[config.mk]
export PLATFORM = sky130hd
export DESIGN_NAME = shiftreg_tx_sched
export DESIGN_NICKNAME = d
export VERILOG_FILES = /design/src/rtl/shiftreg_tx_sched.sv
export SDC_FILE = /design/constraint.sdc
export NUM_CORES = 1
export LEC_CHECK = 0
export BUFFER_PORTS_ARGS = -buffer_cell sky130_fd_sc_hd__clkbuf_2
export CAP_MARGIN = 5
export CORE_ASPECT_RATIO = 1.2
export CORE_MARGIN = 2
export CORE_UTILIZATION = 40
export DETAILED_ROUTE_END_ITERATION = 10
export PLACE_DENSITY = 0.81
export RECOVER_POWER = 25
export SETUP_SLACK_MARGIN = 0.4
export SLEW_MARGIN = 20
export SYNTH_ARGS = -nofsm -noshare
export SYNTH_HDL_FRONTEND = slang
export SYNTH_SLANG_ARGS = --single-unit
[constraint.sdc]
create_clock -name clk -period 1.48 [get_ports clk]
set_input_delay 0.296 -clock clk [delete_from_list [all_inputs] [get_ports clk]]
set_output_delay 0.296 -clock clk [all_outputs]
set_load 0.005 [all_outputs]
[src/rtl/shiftreg_tx_sched.sv]
// shiftreg_tx_sched: round-robin transmit scheduler for an 8-bit MSB-first
// parallel-load shift register. It arbitrates two valid/ready byte sources,
// drives the register's load/fill inputs and frames the eight serial bits.
//
//   state | meaning
//   ------+-------------------------------------------------------------
//   IDLE  | no frame in flight; the winner of a request is accepted here
//   SHIFT | a data bit is on the serial output, cnt 0..7 (bit 7-cnt)
//   GAP   | idle spacing after the last bit, IDLE_GAP cycles long
module shiftreg_tx_sched #(
    parameter int unsigned IDLE_GAP = 1,
    parameter logic        FILL_BIT = 1'b0
) (
    input  logic       clk,
    input  logic       rst_n,
    input  logic       i_req0_valid,
    input  logic [7:0] i_req0_data,
    output logic       o_req0_ready,
    input  logic       i_req1_valid,
    input  logic [7:0] i_req1_data,
    output logic       o_req1_ready,
    output logic [7:0] o_sr_wr_data,
    output logic       o_sr_wr_data_en,
    output logic       o_sr_wr_bit,
    output logic       o_frame,
    output logic [2:0] o_bit_idx,
    output logic       o_frame_last,
    output logic       o_frame_id,
    output logic       o_busy
);

    typedef enum logic [1:0] {
        IDLE  = 2'd0,
        SHIFT = 2'd1,
        GAP   = 2'd2
    } state_t;

    // GAP counts down from IDLE_GAP-1 to 0, giving exactly IDLE_GAP cycles.
    localparam bit          HAS_GAP  = (IDLE_GAP != 0);
    localparam int unsigned GAP_M1   = HAS_GAP ? (IDLE_GAP - 1) : 0;
    localparam logic [3:0]  GAP_LOAD = GAP_M1[3:0];

    state_t     state;
    state_t     state_nxt;
    logic [2:0] cnt;
    logic [3:0] gap_cnt;
    logic       last_grant;
    logic       frame_id;

    logic       winner;
    logic       accept;
    logic       handshake;

    // Round-robin winner selection and the combinational ready/handshake.
    always_comb begin
        winner = 1'b0;
        if (i_req0_valid && i_req1_valid) begin
            winner = ~last_grant;
        end else if (i_req1_valid) begin
            winner = 1'b1;
        end
        // With no gap the next byte may load on the last bit, giving no bubble.
        accept       = (state == IDLE) ||
                       ((state == SHIFT) && (cnt == 3'd7) && !HAS_GAP);
        o_req0_ready = accept && i_req0_valid && !winner;
        o_req1_ready = accept && i_req1_valid && winner;
        handshake    = o_req0_ready || o_req1_ready;
    end

    // State register plus bit counter, gap down-counter, pointer and frame owner.
    always_ff @(posedge clk or negedge rst_n) begin
        if (!rst_n) begin
            state      <= IDLE;
            cnt        <= 3'd0;
            gap_cnt    <= 4'd0;
            last_grant <= 1'b1;
            frame_id   <= 1'b0;
        end else begin
            state <= state_nxt;
            if (handshake) begin
                cnt        <= 3'd0;
                last_grant <= winner;
                frame_id   <= winner;
            end else if (state == SHIFT) begin
                cnt <= cnt + 3'd1;
            end
            if ((state == SHIFT) && (state_nxt == GAP)) begin
                gap_cnt <= GAP_LOAD;
            end else if ((state == GAP) && (gap_cnt != 4'd0)) begin
                gap_cnt <= gap_cnt - 4'd1;
            end
        end
    end

    // Next-state decode.
    always_comb begin
        state_nxt = state;
        case (state)
            IDLE: begin
                if (handshake) state_nxt = SHIFT;
            end
            SHIFT: begin
                if (cnt == 3'd7) begin
                    if (handshake)    state_nxt = SHIFT;
                    else if (HAS_GAP) state_nxt = GAP;
                    else              state_nxt = IDLE;
                end
            end
            GAP: begin
                if (gap_cnt == 4'd0) state_nxt = IDLE;
            end
            default: state_nxt = IDLE;
        endcase
    end

    // Outputs: load strobe/data from the handshake, framing from the state.
    always_comb begin
        o_sr_wr_data_en = handshake;
        o_sr_wr_data    = 8'h00;
        if (handshake) begin
            o_sr_wr_data = winner ? i_req1_data : i_req0_data;
        end
        o_sr_wr_bit  = FILL_BIT;
        o_frame      = (state == SHIFT);
        o_bit_idx    = (state == SHIFT) ? (3'd7 - cnt) : 3'd0;
        o_frame_last = (state == SHIFT) && (cnt == 3'd7);
        o_frame_id   = frame_id;
        o_busy       = (state != IDLE);
    end

endmodule

; ---- Yosys cells after proc, flatten, opt, wreduce, memory -nomap -nowiden
; Cells that the tools add are included.
[word_totals]
word_cells = 43
output_inout_bits = 19
inputBits = 20
ff_bits = 11
[classes]
bitwise = 1
addsub = 3
n_reduce_logical = 16
muxes = 14
eq_ne = 4
[ops]
columns = op, count
row1 = $mux W8, 2
row2 = $mux W3, 3
row3 = $logic_and A1 B1 Y1, 8
row4 = $mux W2, 4
row5 = $mux W4, 2
row6 = $pmux W2 S3, 1
row7 = $reduce_bool A2 Y1, 3
row8 = $eq A2 B2 Y1 const B, 2
row9 = $logic_not A4 Y1, 1
row10 = $reduce_bool A4 Y1, 1
row11 = $sub A4 B1 Y4 const B, 1
row12 = $add A3 B1 Y3 const B, 1
row13 = $eq A3 B3 Y1 const B, 1
row14 = $sub A3 B3 Y3 const A, 1
row15 = $eq A2 B1 Y1 const B, 1
row16 = $logic_not A2 Y1, 1
row17 = $mux W1, 2
row18 = $logic_not A1 Y1, 1
row19 = $logic_or A1 B1 Y1, 1
row20 = $not A1 Y1, 1

; ---- Logic depth before layout (Yosys ltp)
; Gate-level depths: netlist of the first run.
[depth]
ltp_word = 11
mapped_depth = 5
ltp_nobuf = 5

; ---- Least setup slack after synthesis of the first run
; No wires, ideal clock.
[synth_timing]
kind = reg2reg
start = register gap_cnt[0]
end = register gap_cnt[0]
n_path_buf = 0
setup_ns = 0.094
slack_ns = 0.051
arrival_ns = 1.336
stages_incl_launch_ff = 6
required_ns = 1.386
path_cell_list = dfrtp_1 -> inv_1 -> ha_1 -> or3b_1 -> and3_1 -> a221oi_2
[synth_between]
elab_chain_cells = 6
[synth_rtl]
columns = element, line_no
row1 = "start, declared", 46  ; logic [3:0] gap_cnt;
row2 = "start signal, assigned", 90  ; gap_cnt <= gap_cnt - 4'd1;
row3 = $logic_not A4 Y1, 110  ; if (gap_cnt == 4'd0) state_nxt = IDLE;
row4 = $mux W2, 110
row5 = $pmux W2 S3, 98  ; case (state)
row6 = $eq A2 B2 Y1, 87  ; if ((state == SHIFT) && (state_nxt == GAP)) begin
row7 = $logic_and A1 B1 Y1, 87
row8 = $mux W4 or $reduce_bool A2 Y1 (tied branches), --
; Parallel ways exist; a longest one is shown, timed or not. The select of a mux whose other input is x is not followed.
; A chain may end at the register's enable or synchronous reset.

; ---- Worst setup path in the final report of the first run
[layout_timing]
start = register state[1]
end = output o_sr_wr_data[4]
[layout_between]
elab_chain_cells = 5
[layout_rtl]
columns = element, line_no
row1 = "start, declared", 43  ; state_t state;
row2 = "start signal, assigned", 79  ; state <= state_nxt;
row3 = $logic_not A2 Y1 *, 63  ; accept = (state == IDLE) ||
row4 = "$logic_and A1 B1 Y1, on equally long branches (2 in series)", "65, 66"
row5 = $logic_or A1 B1 Y1 *, 67  ; handshake = o_req0_ready || o_req1_ready;
row6 = $mux W8 *, 120  ; if (handshake) begin
row7 = "end, declared", 22  ; output logic [7:0] o_sr_wr_data,
; Mark *: on every way between the ends. The rest lies on a longest branch, timed or not.

==> results of run 1 <==
-- report_power, final --
part | switching (uW) | internal [uW]
Combinational | 751 | 899
Sequential | 98.3 | 396
Clock | 129 | 105
Total | 978 | 1400
-- synthesized netlist by cell type (all sizes together), types with 2 or more instances --
master	count	share of area (%)
a21oi	13	8.5
a221oi	2	3.9
and3	2	1.6
buf	4	3.8
dfrtp	10	33
ha	3	4.9
inv	7	3.4
nand2	25	12
nand2b	3	3.4
nor2	6	3.0
nor3	2	2.0
o21ai	2	1.8
-- registers in the layout (all words and copies together) (netlist names) --
name,flops
cnt,3
gap_cnt,4
last_grant,1
o_frame_id,1
state,2
-- layout make-up --
class	count	share of cell area, %
multi-input cells	74	42.61
inverters	7	2.064
well taps	19	1.569
clock buffers	4	1.734
repair buffers	70	33.61
flip-flops and latches	11	18.41
-- routing by layer --
metal / wire length (um) / vias to the layer above
met5: 0 / -
li1: - / 460
met4: 46 / 0
met3: 147 / 6
met1: 1091 / 456
met2: 1605 / 45
-- worst max path at each step --
stage | endpoint | depth (start not counted) | slack, ns | startpoint
final | o_sr_wr_data[4] | 5 | -0.18 | state[1]
after global routing | o_sr_wr_data[1] | 4 | -0.23 | last_grant
after CTS | o_sr_wr_data[4] | 4 | -0.14 | last_grant
after detailed placement | gap_cnt[0] | 5 | 0.01 | gap_cnt[1]
after global placement | o_sr_wr_data[0] | 4 | 0.05 | last_grant
after floorplan | gap_cnt[0] | 5 | 0.11 | gap_cnt[1]
-- cell families after synthesis --
kind of cell,Yosys count
AOI/OAI and AO/OA,24
xor gates and xnor gates,1
adders and majority gates,3
buffers and inverters,11
DFF,11
other,1
and+or+nand+nor,44
-- metrics by stage --
stage | std cells | hold slack [ns] | setup WS [ns] | cell area (um^2)
4_1_cts | 180 | 0.3277 | -0.1357 | 1441
5_1_grt | 185 | 0.3348 | -0.2254 | 1515
2_1_floorplan | 95 | 0.0004090 | 0.1082 | 877.1
6_report | 185 | 0.3256 | -0.1840 | 1515
3_5_place_dp | 156 | 0.1920 | 0.01173 | 1129
3_3_place_gp | 156 | 0.1902 | 0.04791 | 1129
-- repair_timing --
action	4_1_cts	5_1_grt
hold buffers	1	0
endpoints found under the setup margin	27	29
setup buffers	18	5
pin swaps	10	9
gates resized for setup	34	12
cloned	1	0
hold endpoints to repair	10	0
==> run_results.csv, run 1 <==
group,metric,value,unit
status,status,"finished with violations",
status,violations,"negative setup slack",
timing,finalCritPeriodShare,112.4,%
clock_network,htree_num_levels,1,
grt,grt_first_pass_wirelength,4.278,mm
timing,hold_viol,0,
die,die_w,43.88,um
grt,grt_max_degree,12,
timing,setup_viol,20,
clock_network,cts_tree,"built",
critical_path,reg2regPathDepth,7,
timing,slew_headroom,56.42,%
grt,busiest_layer,"met2",
critical_path,crit_buf_inv,2,
die,fp-row-count,17,
cells_and_area,layout-drive-gt1-share,74.10,%
logic_synthesis,ys_seq_area_share,36.23,%
die,dieHeight,51.85,um
critical_path,cp-end-kind,"primary output",
grt,gr-total-overflow,0,
cells_and_area,final_core_util,82.83,%
worst_hold_path,holdCritStartpoint,"i_req0_valid",
route,drt_iter0_drc,17,
placement,hpwl,1.657,mm
critical_path,path_cells,"nor2_4 -> o21ai_4 -> buf_12 -> a21oi_2 -> clkbuf_2",
critical_path,max_stage_delay,0.46,ns
logic_synthesis,yosysUniqueCellTypes,33,
logic_synthesis,yosys.area_share.adder,4.918,%
route,wl_per_cell,15.63,um
cells_and_area,diodes,0,
critical_path,path_delay_family,"flip-flops",
critical_path,start_kind,"flip-flop",
clock_network,clk_latency,0.30,ns
critical_path,setup.worst_path.class,"reg2out",
cells_and_area,multi_input_area,645.6,um^2
clock_network,cts_buffers,3,
timing,fmax,0.6010,GHz
die,initial_core_util,41.72,%
pwr,power_leakage,0.0007341,uW
pwr,total_power,2378,uW
logic_synthesis,synthXorXnorAreaFrac,1.148,%
logic_synthesis,synth_compound_area_share,21.97,%
route,firstDrtPassIters,4,
critical_path,crit_required,1.18,ns
critical_path,reg2reg_from,"state[1]",
timing,rsz0062_at_grt,"true",
route,drt_wl_total,2.891,mm
cells_and_area,seq_area,279.0,um^2
logic_synthesis,synth_nets,118,
placement,io_buffers,37,
timing,tns,-2.568,ns
logic_synthesis,ys.flop_type,"dfrtp_1",
clock_network,clockBufferDepth,2,
critical_path,arrival,1.37,ns
critical_path,rr_endpoint,"gap_cnt[0]",
timing,setup_slack,-0.1840,ns
logic_synthesis,muxShareOfSynthArea,0,%
timing,finClkSkew,0.004666,ns
clock_network,cts-root-buf,"clkbuf_4",
route,ant_nets,0,
route,via_count,967,
worst_hold_path,holdPathStages,2,
timing,period_needed,1.664,ns
logic_synthesis,async_flop_share,100.0,%
grt,globalRouteMet2Util,49.75,%
cells_and_area,layout.nets,190,
grt,grt_usage,25.72,%
logic_synthesis,synthCells,95,
timing,slew_violations,0,
worst_hold_path,holdPathEnd,"last_grant",
grt,grtUsageMet1,27.00,%
logic_synthesis,ys_seq_elements,11,
cells_and_area,final_common_cell,"clkbuf_2",
logic_synthesis,synth_edf_count,0,
logic_synthesis,synth.avg_cell_area,8.034,um^2
cells_and_area,layout_common_cells,"clkbuf_2, buf_6, buf_4",
grt,use_met3,3.125,%
cells_and_area,nFillCells,102,
die,die_area,2275,um^2
pwr,p_per_area,1570,nW/um^2
critical_path,r2r_slack,-0.15,ns
logic_synthesis,syn-cell-area,763.2,um^2
timing,worstMarginPinSlew,0.6537,ns
logic_synthesis,yosys_warnings,0,
grt,antenna_found_initial,0,
worst_hold_path,min_path_type,"in2reg",
logic_synthesis,synth-simple-area-share,28.03,%
critical_path,path_max_fanout,10,
job,maxCapViolations,0,
critical_path,crit_slowest_cell,"dfrtp_2",
pwr,vdd_ir_drop_max,0.001180,V
die,num_io_pins,39,
die,coreArea,1829,um^2
grt,grt_pass1_vias,984,
route,via_per_inst,5.227,
placement,place.gp.congestion,0.8595,
clock_network,cts.clk_slew.worst_paths,0.08,ns
clock_network,cts.sinks,11,
logic_synthesis,synth_top_family_by_area,"simple AND/OR/NAND/NOR gates",
route,drc,0,
cells_and_area,areaGrowthSynthToFinish,98.52,%
Power figures use the tool's default switching activity.
==> run 2: changes to the inputs <==
BUFFER_PORTS_ARGS = -buffer_cell sky130_fd_sc_hd__buf_2   (was -buffer_cell sky130_fd_sc_hd__clkbuf_2)
==> run 2 against run 1 <==
Effect of this change: the flow still finishes with violations (negative setup slack); sequential share of layout area is 0.43 points lower; non-clock buffer count is the same; hold slack improved by 0.040 ns; routed wire length up 2.2%; cell area up 2.4%; clock skew fell by 0.0044 ns; combinational power fell by 9%; via count is 1.6% higher; register-to-register slack gained 0.20 ns; critical path depth shrank 1; critical path type unchanged.
==> run_results.csv, run 2 (synthesis results as in run 1) <==
group,metric,value,unit
job,maxCapViolations,0,
route,route.met2.wl,1.608,mm
grt,gr-total-overflow,0,
placement,io_buffers,37,
pwr,vdd_ir_drop_max,0.0008871,V
timing,hold_slack,0.3658,ns
clock_network,cts-root-buf,"clkbuf_4",
route,wl_met1,1.153,mm
cells_and_area,max_flop_register,"gap_cnt",
cells_and_area,final_core_util,84.82,%
critical_path,setup.worst_path.class,"reg2out",
die,die_w,43.88,um
critical_path,rr_endpoint,"gap_cnt[0]",
timing,finClkSkew,0.0003019,ns
die,dieHeight,51.85,um
worst_hold_path,min_path_type,"in2reg",
route,wl_met3,120,um
critical_path,path_max_fanout,5,
critical_path,path_cells,"a21bo_4 -> nand2_2 -> a21oi_2 -> buf_2",
timing,hold_viol,0,
cells_and_area,largest_reg_flops,4,
route,drt_wl_total,2.956,mm
route,drc,0,
timing,setup_slack,-0.1468,ns
worst_hold_path,holdPathStages,2,
grt,antenna_found_initial,0,
timing,finalCritPeriodShare,109.9,%
placement,hpwl,1.489,mm
grt,grt_first_pass_wirelength,4.236,mm
timing,period_needed,1.627,ns
critical_path,max_stage_delay,0.58,ns
worst_hold_path,holdCritStartpoint,"i_req0_valid",
grt,grt_max_degree,12,
route,top_layer_used,"met4",
route,ant_nets,0,
timing,worstMarginPinSlew,0.6591,ns
placement,placed_area,1086,um^2
timing,setup_viol,17,
die,coreArea,1829,um^2
route,drt_iter0_drc,9,
clock_network,htree_num_levels,1,
route,via_per_inst,5.280,
critical_path,r2r_slack,0.05,ns
clock_network,clockBufferDepth,2,
clock_network,cts.clk_slew.worst_paths,0.07,ns
cells_and_area,final_common_cell,"buf_2",
clock_network,cts_buffers,3,
grt,grt_usage,25.76,%
route,firstDrtPassIters,4,
critical_path,crit_buf_inv,1,
clock_network,cts_tree,"built",
route,wl_per_cell,15.89,um
status,status,"finished with violations",
die,die_area,2275,um^2
cells_and_area,diodes,0,
clock_network,clk_latency,0.26,ns
timing,slew_headroom,56.06,%
cells_and_area,layout.nets,191,
critical_path,reg2reg_from,"gap_cnt[1]",
critical_path,arrival,1.33,ns
die,initial_core_util,41.72,%
critical_path,crit_slowest_cell,"dfstp_2",
die,fp-row-count,17,
cells_and_area,seq_area,279.0,um^2
cells_and_area,stdcell_area,1551,um^2
timing,rsz0062_at_grt,"true",
status,violations,"negative setup slack",
critical_path,cp-end-kind,"primary output",
critical_path,crit_required,1.18,ns
critical_path,reg2regPathDepth,5,
die,num_io_pins,39,
cells_and_area,layout_common_cells,"buf_2, buf_4, buf_6",
cells_and_area,largestRegisters,"gap_cnt (4), cnt (3), state (2)",
clock_network,cts.sinks,11,
cells_and_area,layout-drive-gt1-share,79.04,%
worst_hold_path,holdPathEnd,"last_grant",
timing,slew_violations,0,
placement,place.gp.congestion,0.8633,
cells_and_area,multi_input_area,681.9,um^2
critical_path,start_kind,"flip-flop",
cells_and_area,areaGrowthSynthToFinish,103.3,%
grt,grt_pass1_vias,965,
placement,placedCellCount,152,
cells_and_area,nFillCells,106,
pwr,p_per_area,1415,nW/um^2
pwr,power_leakage,0.0007305,uW
critical_path,path_delay_family,"flip-flops",
timing,fmax,0.6147,GHz
route,via_count,982,
cells_and_area,fin_cells,186,
-- run 2: cell count changes in the layout (fill, tap and decap cells not counted), moves of 2 or more --
cell and delta:
nand2_2 +6, nand2_4 -2, clkbuf_2 -32, buf_2 +31, nand2_1 -4, nor2_4 -2
nor2_2 +2
-- run 2: worst max path at each step --
stage | slack (ns) | depth (start not counted) | end | from
6_report | -0.15 | 4 | o_sr_wr_data[7] | last_grant
5_1_grt | -0.21 | 4 | o_sr_wr_data[1] | last_grant
4_1_cts | -0.16 | 4 | o_sr_wr_data[7] | last_grant
3_5_place_dp | 0.006 | 4 | o_sr_wr_data[7] | last_grant
3_3_place_gp | 0.05 | 4 | o_sr_wr_data[7] | last_grant
2_1_floorplan | 0.11 | 5 | gap_cnt[0] | gap_cnt[1]
-- run 2: worst reg2reg max path, stage by stage, from the launching register on --
cell      delay (ns)
dfrtp_1         0.40
inv_2           0.08
ha_4            0.13
or3b_4          0.40
and3_4          0.16
a221oi_2        0.17
-- run 2: power by group --
| part | total (uW) | switching, uW | internal (uW) |
|---|---|---|---|
| logic | 1500 | 689 | 814 |
| clock network | 204 | 99.9 | 104 |
| registers | 489 | 92.7 | 396 |
-- run 2: final cells by class --
class | count | share of cell area [%]
Multi-Input combinational cell | 75 | 43.95
Timing Repair Buffer | 70 | 32.98
Sequential cell | 11 | 17.98
Inverter | 7 | 1.855
Clock buffer | 4 | 1.694
Tap cell | 19 | 1.532
-- run 2: metal layers --
metal,global-route usage [%],vias to the layer above
met2,48.77,38
met4,15.15,0
met5,0,-
met1,25.38,463
li1,-,473
met3,4.167,8
-- run 2: repair_timing --
| item | CTS | global route |
|---|---|---|
| hold buffers | 1 | 0 |
| cloned | 2 | 1 |
| resized for setup | 28 | 21 |
| pin swaps | 9 | 12 |
| endpoints found under the setup margin | 27 | 29 |
| setup buffers | 16 | 10 |
| hold endpoints to repair | 10 | 0 |
-- run 2: metrics by stage --
stage | worst slack [ns] | power, uW | setup TNS (ns)
after floorplan | 0.1082 | 998.0 | 0
after global placement | 0.04952 | 1235 | 0
after detailed placement | 0.006195 | 1266 | 0
after CTS | -0.1564 | 1763 | -1.586
after global routing | -0.2122 | 2328 | -2.692
final | -0.1468 | 2196 | -1.708
